==> config.mk <==
export PLATFORM = sky130hd
export DESIGN_NAME = regfile_wb_scheduler
export DESIGN_NICKNAME = d
export VERILOG_FILES = /design/src/rtl/regfile_pkg.sv /design/src/rtl/wb_rr_arbiter.sv /design/src/rtl/regfile_wb_scheduler.sv
export SDC_FILE = /design/constraint.sdc
export NUM_CORES = 1
export LEC_CHECK = 0
export CELL_PAD_IN_SITES_DETAIL_PLACEMENT = 0
export CELL_PAD_IN_SITES_GLOBAL_PLACEMENT = 1
export CORE_AREA = 2 2 148 107
export DETAILED_ROUTE_END_ITERATION = 6
export DIE_AREA = 0 0 150 109
export PLACE_DENSITY_LB_ADDON = 0.3
export SKIP_LAST_GASP = 1
export SYNTH_ARGS = -nofsm -noshare
export SYNTH_HDL_FRONTEND = slang
export SYNTH_HIERARCHICAL = 1
export SYNTH_SLANG_ARGS = --single-unit
==> constraint.sdc <==
create_clock -name CLK -period 3.4 [get_ports CLK]
set_input_delay 0.85 -clock CLK [delete_from_list [all_inputs] [get_ports CLK]]
set_output_delay 0.85 -clock CLK [all_outputs]
set_load 0.01 [all_outputs]
==> src/rtl/regfile_pkg.sv <==
// rtl/regfile_pkg.sv - shared widths, zero-register constant and writeback request type
package regfile_pkg;
    localparam int ADDR_W   = 5;
    localparam int DATA_W   = 32;
    localparam int NUM_REGS = 2 ** ADDR_W;

    localparam logic [ADDR_W-1:0] ZERO_REG = '0;

    // wb_reg stands for the destination register ("reg" is a keyword)
    typedef struct packed {
        logic              valid;
        logic [ADDR_W-1:0] wb_reg;
        logic [DATA_W-1:0] data;
    } wb_req_t;
endpackage

==> src/rtl/wb_rr_arbiter.sv <==
// rtl/wb_rr_arbiter.sv - two-requester grant, round-robin or fixed with requester 1 winning
module wb_rr_arbiter #(
    parameter int RR_EN = 1
) (
    input  logic clk,
    input  logic rst_n,
    input  logic valid0,
    input  logic valid1,
    output logic grant0,
    output logic grant1
);
    logic favour1;

    always_comb begin
        grant0 = 1'b0;
        grant1 = 1'b0;
        if (valid0 && valid1) begin
            if ((RR_EN != 0) && !favour1) grant0 = 1'b1;
            else                          grant1 = 1'b1;
        end else begin
            grant0 = valid0;
            grant1 = valid1;
        end
    end

    // A grant implies valid, so every grant is an accepted transfer
    always_ff @(posedge clk or negedge rst_n) begin
        if (!rst_n)      favour1 <= 1'b0;
        else if (grant0) favour1 <= 1'b1;
        else if (grant1) favour1 <= 1'b0;
    end
endmodule

==> src/rtl/regfile_wb_scheduler.sv <==
// rtl/regfile_wb_scheduler.sv - write-port arbiter, busy scoreboard, registered writeback (option: WB_BYPASS_EN)
module regfile_wb_scheduler
    import regfile_pkg::*;
#(
    parameter int DATA_W        = regfile_pkg::DATA_W,
    parameter int ADDR_W        = regfile_pkg::ADDR_W,
    parameter int RR_EN_DEFAULT = 1
) (
    input  logic                  CLK,
    input  logic                  RST_N,
    input  logic                  REQ0_VALID,
    input  logic [ADDR_W-1:0]     REQ0_REG,
    input  logic [DATA_W-1:0]     REQ0_DATA,
    output logic                  REQ0_READY,
    input  logic                  REQ1_VALID,
    input  logic [ADDR_W-1:0]     REQ1_REG,
    input  logic [DATA_W-1:0]     REQ1_DATA,
    output logic                  REQ1_READY,
    input  logic                  ISSUE_VALID,
    input  logic [ADDR_W-1:0]     ISSUE_RS1,
    input  logic [ADDR_W-1:0]     ISSUE_RS2,
    input  logic [ADDR_W-1:0]     ISSUE_RD,
    output logic                  ISSUE_STALL,
    input  logic                  FLUSH,
`ifdef WB_BYPASS_EN
    output logic                  BYP_HIT1,
    output logic                  BYP_HIT2,
    output logic [DATA_W-1:0]     BYP_DATA1,
    output logic [DATA_W-1:0]     BYP_DATA2,
`endif
    output logic                  WE,
    output logic [ADDR_W-1:0]     WriteReg,
    output logic [DATA_W-1:0]     WriteData,
    output logic [2**ADDR_W-1:0]  BUSY_VEC
);
    localparam int NREG = 2 ** ADDR_W;

    logic              grant0, grant1, accept;
    wb_req_t           win;
    logic [NREG-1:0]   busy, busy_nxt;
    logic              src1_busy, src2_busy, rd_busy, do_set;

    wb_rr_arbiter #(.RR_EN(RR_EN_DEFAULT)) u_arb (
        .clk    (CLK),
        .rst_n  (RST_N),
        .valid0 (REQ0_VALID),
        .valid1 (REQ1_VALID),
        .grant0 (grant0),
        .grant1 (grant1)
    );

    assign REQ0_READY = grant0;
    assign REQ1_READY = grant1;
    assign accept     = grant0 | grant1;

    always_comb begin
        win = '0;
        if (grant1)      win = '{valid: 1'b1, wb_reg: REQ1_REG, data: REQ1_DATA};
        else if (grant0) win = '{valid: 1'b1, wb_reg: REQ0_REG, data: REQ0_DATA};
    end

    assign src1_busy = (ISSUE_RS1 != ZERO_REG) && busy[ISSUE_RS1];
    assign src2_busy = (ISSUE_RS2 != ZERO_REG) && busy[ISSUE_RS2];
    assign rd_busy   = (ISSUE_RD  != ZERO_REG) && busy[ISSUE_RD];

`ifdef WB_BYPASS_EN
    assign BYP_HIT1  = accept && (ISSUE_RS1 != ZERO_REG) && (win.wb_reg == ISSUE_RS1);
    assign BYP_HIT2  = accept && (ISSUE_RS2 != ZERO_REG) && (win.wb_reg == ISSUE_RS2);
    assign BYP_DATA1 = win.data;
    assign BYP_DATA2 = win.data;
    // A source arriving on this cycle's writeback is taken from the bypass instead
    assign ISSUE_STALL = (src1_busy && !BYP_HIT1) || (src2_busy && !BYP_HIT2) || rd_busy;
`else
    assign ISSUE_STALL = src1_busy || src2_busy || rd_busy;
`endif

    assign do_set = ISSUE_VALID && !ISSUE_STALL && (ISSUE_RD != ZERO_REG);

    // Clear before set so a new in-flight write to the same index survives
    always_comb begin
        busy_nxt = busy;
        if (accept) busy_nxt[win.wb_reg] = 1'b0;
        if (do_set) busy_nxt[ISSUE_RD]   = 1'b1;
        busy_nxt[0] = 1'b0;
        if (FLUSH)  busy_nxt = '0;
    end

    always_ff @(posedge CLK or negedge RST_N) begin
        if (!RST_N) begin
            busy      <= '0;
            WE        <= 1'b0;
            WriteReg  <= '0;
            WriteData <= '0;
        end else begin
            busy <= busy_nxt;
            if (accept) begin
                WE        <= (win.wb_reg != ZERO_REG);
                WriteReg  <= win.wb_reg;
                WriteData <= win.data;
            end else begin
                WE        <= 1'b0;
            end
        end
    end

    assign BUSY_VEC = busy;
endmodule

==> out/metrics.yaml, run 1 <==
max_freq_ghz: 0.295
fin_crit_ns: 3.39
yosysUniqueCellTypes: 45
maxSlewHeadroom: 0.312
ys_seq_elements: 70
cp-startpoint: "ISSUE_RD[2]"
p_leak_nw: 2.85
nets: 764
die_x_um: 150
port_buffers: 166
start_kind: "input pin"
via_count: 4474
drc_errors: 0
path_clk_slew_ns: 0.06
cp_max_fo: 6
dp_hpwl_mm: 12.7
synth_warnings: 6
period_share: 0.997
die_h_um: 109
rsz0062_at_grt: "true"
power_frac_seq: 0.379
design_area_mm2: 0.00695
power_frac_comb: 0.269
hold_viol: 0
dr.pass1.iters: 5
worst_clock_skew_ns: 0.0105
cp.required_ns: 2.55
hold_ws_ns: 0.438
area_delta_synth_final_pct: 57.8
ir_drop_v: 0.000215
outcome: "finished, final reports clean"
ios: 168
worstPathCellList: "clkdlybuf4s15_2, buf_4, nand2b_1, o32ai_1, o31a_1, nor4_2, nand3_2, nand2b_4, buf_6"
drtAntennaViolNets: 0
cts_tree: "yes"
nFillCells: 1431
endpoint: "ISSUE_STALL"
first_iter_violations: 286
grt_pass1_wl_mm: 25.6
final_util: 0.462
r2r-start: "BUSY_VEC[10]$_DFF_PN0_"
cap_viol_max_count: 0
cts.sinks: 70
netlist_area_mm2: 0.00440
synthCells: 473
worstMarginPinSlew_ns: 1.02
grt_pass1_vias: 4464
syn-num-nets: 568
antennaDiodeCount: 0
crit_type: "in -> out"
avgSynthCellArea_um2: 9.31
drive_gt1_frac: 0.172
drt-wirelength-per-cell_um: 19.3
core_mm2: 0.0150
root_buffer: "clkbuf_16"
slowest_stage: "o31a_1"
power.internal_mw: 1.78
antenna_found_initial: 0
start_util: 0.293
placed_area_mm2: 0.00656
wl_mm: 16.9
cts_buffers: 9
clkPwrFrac: 0.352
setup_viol: 0
clk_path_buf_depth: 2
grt-ovfl-total: 0
r2r_slack_ns: 1.02
swShare: 0.293
clock_latency_ns: 0.34
die_area_mm2: 0.0164
worstSetupEndpointType: "output pin"
hp-class: "in -> async"
powerDensity_mw_per_mm2: 363
rr_worst_depth: 6
critPathArrivalTime_ns: 2.54
r2r-end: "BUSY_VEC[4]$_DFF_PN0_"
vias_per_cell: 5.12
track_usage: 0.209
grt_max_degree: 55
synth_seq_area_share: 0.398
fin_ws_ns: 0.0116
dp_slack_ns: -0.877
cp_slowest_stage_delay_ns: 0.33
p_switching_mw: 0.738
rows: 38
maxSlewViolCount: 0
tns_ns: 0
htreeDepth: 3
place.gp.congestion: 0.871
## worst max-delay path: cells and delay by family
family	cells	cell delay (ns)
AND/OR/NAND/NOR	4	0.72
buffers and inverters	3	0.53
AO/OA/AOI/OAI	2	0.42
## flip-flops by register name (all words and copies together), names as in the netlist
register,cells
BUSY_VEC,31
WE,1
WriteData,32
WriteReg,5
u_arb/favour1,1
## routing by layer
metal	vias up	GRT usage	part of all wire
met5	-	0	0
met3	28	0.0381	0.063
li1	2090	-	-
met1	2183	0.305	0.48
met2	173	0.308	0.43
met4	0	0.0775	0.020
## how the worst min path moves through the flow
| stage | start | slack, ns | cells past startpoint | to |
|---|---|---|---|---|
| after global routing | RST_N | 0.47 | 1 | WriteData[16]$_DFFE_PN0N_ |
| after CTS | RST_N | 0.44 | 1 | WriteData[15]$_DFFE_PN0N_ |
| after global placement | WriteReg[2]$_DFFE_PN0N_ | 0.49 | 2 | WriteReg[2]$_DFFE_PN0N_ |
| after floorplan | u_arb/favour1$_DFFE_PN0P_ | 0.46 | 1 | u_arb/favour1$_DFFE_PN0P_ |
| final | RST_N | 0.44 | 1 | WriteData[9]$_DFFE_PN0N_ |
| after detailed placement | WriteReg[3]$_DFFE_PN0N_ | 0.49 | 2 | WriteReg[3]$_DFFE_PN0N_ |
## cells in the mapped netlist (all sizes together)
library cell | count | share of area
a31oi | 4 | 0.0057
mux2i | 55 | 0.13
nor2 | 9 | 0.0077
a311oi | 1 | 0.0020
mux2 | 2 | 0.0051
nor3 | 6 | 0.0068
or3 | 2 | 0.0028
dfrtp | 70 | 0.40
o22ai | 1 | 0.0028
nand4 | 1 | 0.0014
o2111a | 2 | 0.0051
o31ai | 9 | 0.023
buf | 18 | 0.024
and2 | 1 | 0.0014
nand3 | 9 | 0.010
and3 | 2 | 0.0028
inv | 7 | 0.0060
o31a | 1 | 0.0020
o21a | 1 | 0.0017
nor3b | 5 | 0.0085
nor2b | 32 | 0.045
conb | 1 | 0.00085
a22o | 2 | 0.0040
nand3b | 3 | 0.0051
mux4 | 13 | 0.066
o221a | 1 | 0.0026
a21oi | 6 | 0.0068
nor4 | 4 | 0.0085
a2bb2oi | 2 | 0.0040
nand2 | 78 | 0.066
a21boi | 2 | 0.0034
o21ai | 91 | 0.10
nand2b | 6 | 0.0085
o32a | 2 | 0.0045
clkbuf | 17 | 0.014
o32ai | 2 | 0.0040
a22oi | 5 | 0.0085
## power groups by stage
| stage | clock, mW | combinational, mW | sequential [mW] |
|---|---|---|---|
| 6_report | 0.886 | 0.677 | 0.956 |
| 5_1_grt | 0.942 | 0.728 | 0.965 |
| 4_1_cts | 0.904 | 0.680 | 0.956 |
| 3_5_place_dp | 0 | 0.668 | 0.969 |
| 3_3_place_gp | 0 | 0.664 | 0.968 |
| 2_1_floorplan | 0 | 0.239 | 0.997 |
## cell families (layout without fill, tap and decap cells)
kind of cell / count (synthesis) / after routing / share of synthesized area
compound gates: 132 / 132 / 0.184
buf+inv: 42 / 243 / 0.0449
flops: 70 / 70 / 0.398
mux: 70 / 70 / 0.197
other cells: 1 / 1 / 0.000852
simple gates: 158 / 158 / 0.176
## cells in the final DEF (no fill, tap or decap), types with 5 or more instances in the layout
cell type / synthesis / routed
o21ai_0: 68 / 68
a21oi_1: 6 / 6
nor2_1: 9 / 8
o21ai_1: 23 / 23
clkdlybuf4s50_1: 0 / 153
dfrtp_1: 70 / 70
mux2i_1: 55 / 55
clkbuf_16: 0 / 9
nand2_1: 78 / 78
nor2b_1: 32 / 31
o31ai_2: 7 / 7
nor3_1: 6 / 6
mux4_2: 13 / 13
buf_4: 2 / 48
a22oi_1: 5 / 5
nand3_1: 9 / 8
dlygate4sd2_1: 0 / 5
inv_1: 6 / 6
## layout make-up
type | count | area [um2] | share of cell area
Clock buffer | 11 | 243 | 0.0349
Sequential cell | 70 | 1750 | 0.252
Clock inverter | 5 | 35.0 | 0.00504
Timing Repair Buffer | 220 | 2110 | 0.304
Inverter | 7 | 26.3 | 0.00378
Multi-Input combinational cell | 361 | 2530 | 0.364
Tap cell | 200 | 250 | 0.0360
## timing repair
action                                  in CTS  in global routing
gates resized for setup                     43                  3
hold buffers                                 0                  0
endpoints found under the setup margin       1                  1
gates cloned                                 0                  0
buffers inserted                             4                  0
pin swaps                                    6                  2
## stage by stage
stage / power (mW) / std cells
2_1_floorplan: 1.24 / 473
3_3_place_gp: 1.63 / 854
3_5_place_dp: 1.64 / 854
4_1_cts: 2.54 / 874
5_1_grt: 2.64 / 874
6_report: 2.52 / 874
No activity file was read; power rests on OpenSTA's default activity.
==> run 2, diff against run 1 <==
--- a/config.mk
+++ b/config.mk
@@ -11,6 +11,7 @@
 export DETAILED_ROUTE_END_ITERATION = 6
 export DIE_AREA = 0 0 150 109
 export PLACE_DENSITY_LB_ADDON = 0.3
+export SETUP_SLACK_MARGIN = 0.15
 export SKIP_LAST_GASP = 1
 export SYNTH_ARGS = -nofsm -noshare
 export SYNTH_HDL_FRONTEND = slang
==> run 2 against run 1 <==
Against the previous run: cell count stayed put; sequential share of layout area unchanged; clock power about the same; total power is essentially flat; fmax about the same; combinational power about the same; first-iteration DRC count is 1.7% higher; critical path depth did not move; via count decreased by 0.16%; non-clock buffer count unchanged; largest cell class unchanged; largest power group unchanged.
==> out/metrics.yaml, run 2 (synthesized netlist as in run 1, its figures left out) <==
cts_buffers: 9
htreeDepth: 3
grt_pass1_wl_mm: 25.6
antenna_found_initial: 0
drt-wirelength-per-cell_um: 19.3
p_leak_nw: 2.85
nFillCells: 1431
swShare: 0.292
cap_viol_max_count: 0
grt_pass1_vias: 4464
worst_clock_skew_ns: 0.0105
layout_common_cells: "clkdlybuf4s50_1, nand2_1, dfrtp_1"
hold_viol: 0
vias_per_cell: 5.11
worstMarginPinSlew_ns: 1.05
clk_path_buf_depth: 2
antennaDiodeCount: 0
wl_mm: 16.9
nets: 764
setup_viol: 0
grt-ovfl-total: 0
power_frac_seq: 0.380
root_buffer: "clkbuf_16"
hold_ws_ns: 0.436
area_delta_synth_final_pct: 57.8
placed_area_mm2: 0.00656
first_iter_violations: 291
tns_ns: 0
hp-class: "in -> async"
dr.pass1.iters: 5
finalPower_mw: 2.52
cp.required_ns: 2.55
cp_slowest_stage_delay_ns: 0.33
cts.sinks: 70
start_util: 0.293
rows: 38
drtAntennaViolNets: 0
grt_max_degree: 55
worstSetupEndpointType: "output pin"
drive_gt1_frac: 0.172
r2r_slack_ns: 1.02
maxSlewHeadroom: 0.292
final_util: 0.462
cp_max_fo: 6
slowest_stage: "o31a_1"
powerDensity_mw_per_mm2: 362
ios: 168
largest_reg_flops: 32
die_area_mm2: 0.0164
dp_slack_ns: -0.877
fin_cells: 874
final_common_cell: "clkdlybuf4s50_1"
top_register: "WriteData"
via_count: 4467
worstPathCellList: "clkdlybuf4s15_2, buf_4, nand2b_1, o32ai_1, o31a_1, nor4_2, nand3_2, nand2b_4, buf_6"
start_kind: "input pin"
die_h_um: 109
dp_hpwl_mm: 12.7
fin_crit_ns: 3.39
outcome: "finished, final reports clean"
port_buffers: 166
clock_latency_ns: 0.34
power_frac_comb: 0.269
drc_errors: 0
track_usage: 0.209
place.gp.congestion: 0.871
path_delay_family: "simple AND/OR/NAND/NOR gates"
period_share: 0.996
critPathArrivalTime_ns: 2.54
power.internal_mw: 1.78
cts_tree: "yes"
fin_ws_ns: 0.0129
design_area_mm2: 0.00695
die_x_um: 150
maxSlewViolCount: 0
ir_drop_v: 0.000217
path_clk_slew_ns: 0.06
core_mm2: 0.0150
clkPwrFrac: 0.352
timing.critical_path.buf_inv: 3
dp_cells: 854
p_switching_mw: 0.736
max_freq_ghz: 0.295
crit_type: "in -> out"
rsz0062_at_grt: "true"
-- run 2: cell counts in the layout (fill, tap and decap cells not counted) --
Identical to the previous run, type by type.
-- run 2: final cells by class --
type,instances,area (um2),share of cell area
clock inverters,5,35.0,0.00504
well taps,200,250,0.0360
clock buffers,11,243,0.0349
inverters,7,26.3,0.00378
flip-flops and latches,70,1750,0.252
repair buffers,220,2110,0.304
multi-input cells,361,2530,0.364
-- run 2: worst reg2reg max path, cell delays in order, from the launching register on --
cell,delay [ns]
dfrtp_1,0.48
mux4_2,0.50
o2111a_1,0.27
nor4_2,0.30
nand3_2,0.16
buf_4,0.29
o31ai_1,0.27
-- run 2: metal layers --
layer | part of all wire | up-vias | global-route usage | wire [um]
li1 | - | 2093 | - | -
met1 | 0.49 | 2181 | 0.305 | 8190
met2 | 0.43 | 165 | 0.308 | 7310
met3 | 0.060 | 28 | 0.0381 | 1020
met4 | 0.021 | 0 | 0.0775 | 349
met5 | 0 | - | 0 | 0
-- run 2: path summary, 6_finish.rpt --
check | start | to | cells after the start
max reg2reg | BUSY_VEC[10]$_DFF_PN0_ | BUSY_VEC[23]$_DFF_PN0_ | 6
min reg2reg | WriteReg[3]$_DFFE_PN0N_ | WriteReg[3]$_DFFE_PN0N_ | 2
max in group asynchronous | RST_N | BUSY_VEC[1]$_DFF_PN0_ | 2
min | RST_N | WriteData[9]$_DFFE_PN0N_ | 1
min in group CLK | WriteReg[3]$_DFFE_PN0N_ | WriteReg[3]$_DFFE_PN0N_ | 2
max | ISSUE_RD[2] | ISSUE_STALL | 9
-- run 2: repair_timing --
action                     CTS  global route
setup buffers                4             0
resized for setup           43             3
setup endpoints to repair    1             1
hold buffers                 0             0
pin swaps                    6             2
-- run 2: power groups by stage --
| stage | Clock [mW] | Sequential [mW] | Combinational (mW) |
|---|---|---|---|
| final | 0.885 | 0.956 | 0.677 |
| after global routing | 0.942 | 0.965 | 0.728 |
| after CTS | 0.904 | 0.956 | 0.680 |
| after detailed placement | 0 | 0.969 | 0.668 |
| after global placement | 0 | 0.968 | 0.664 |
| after floorplan | 0 | 0.997 | 0.239 |
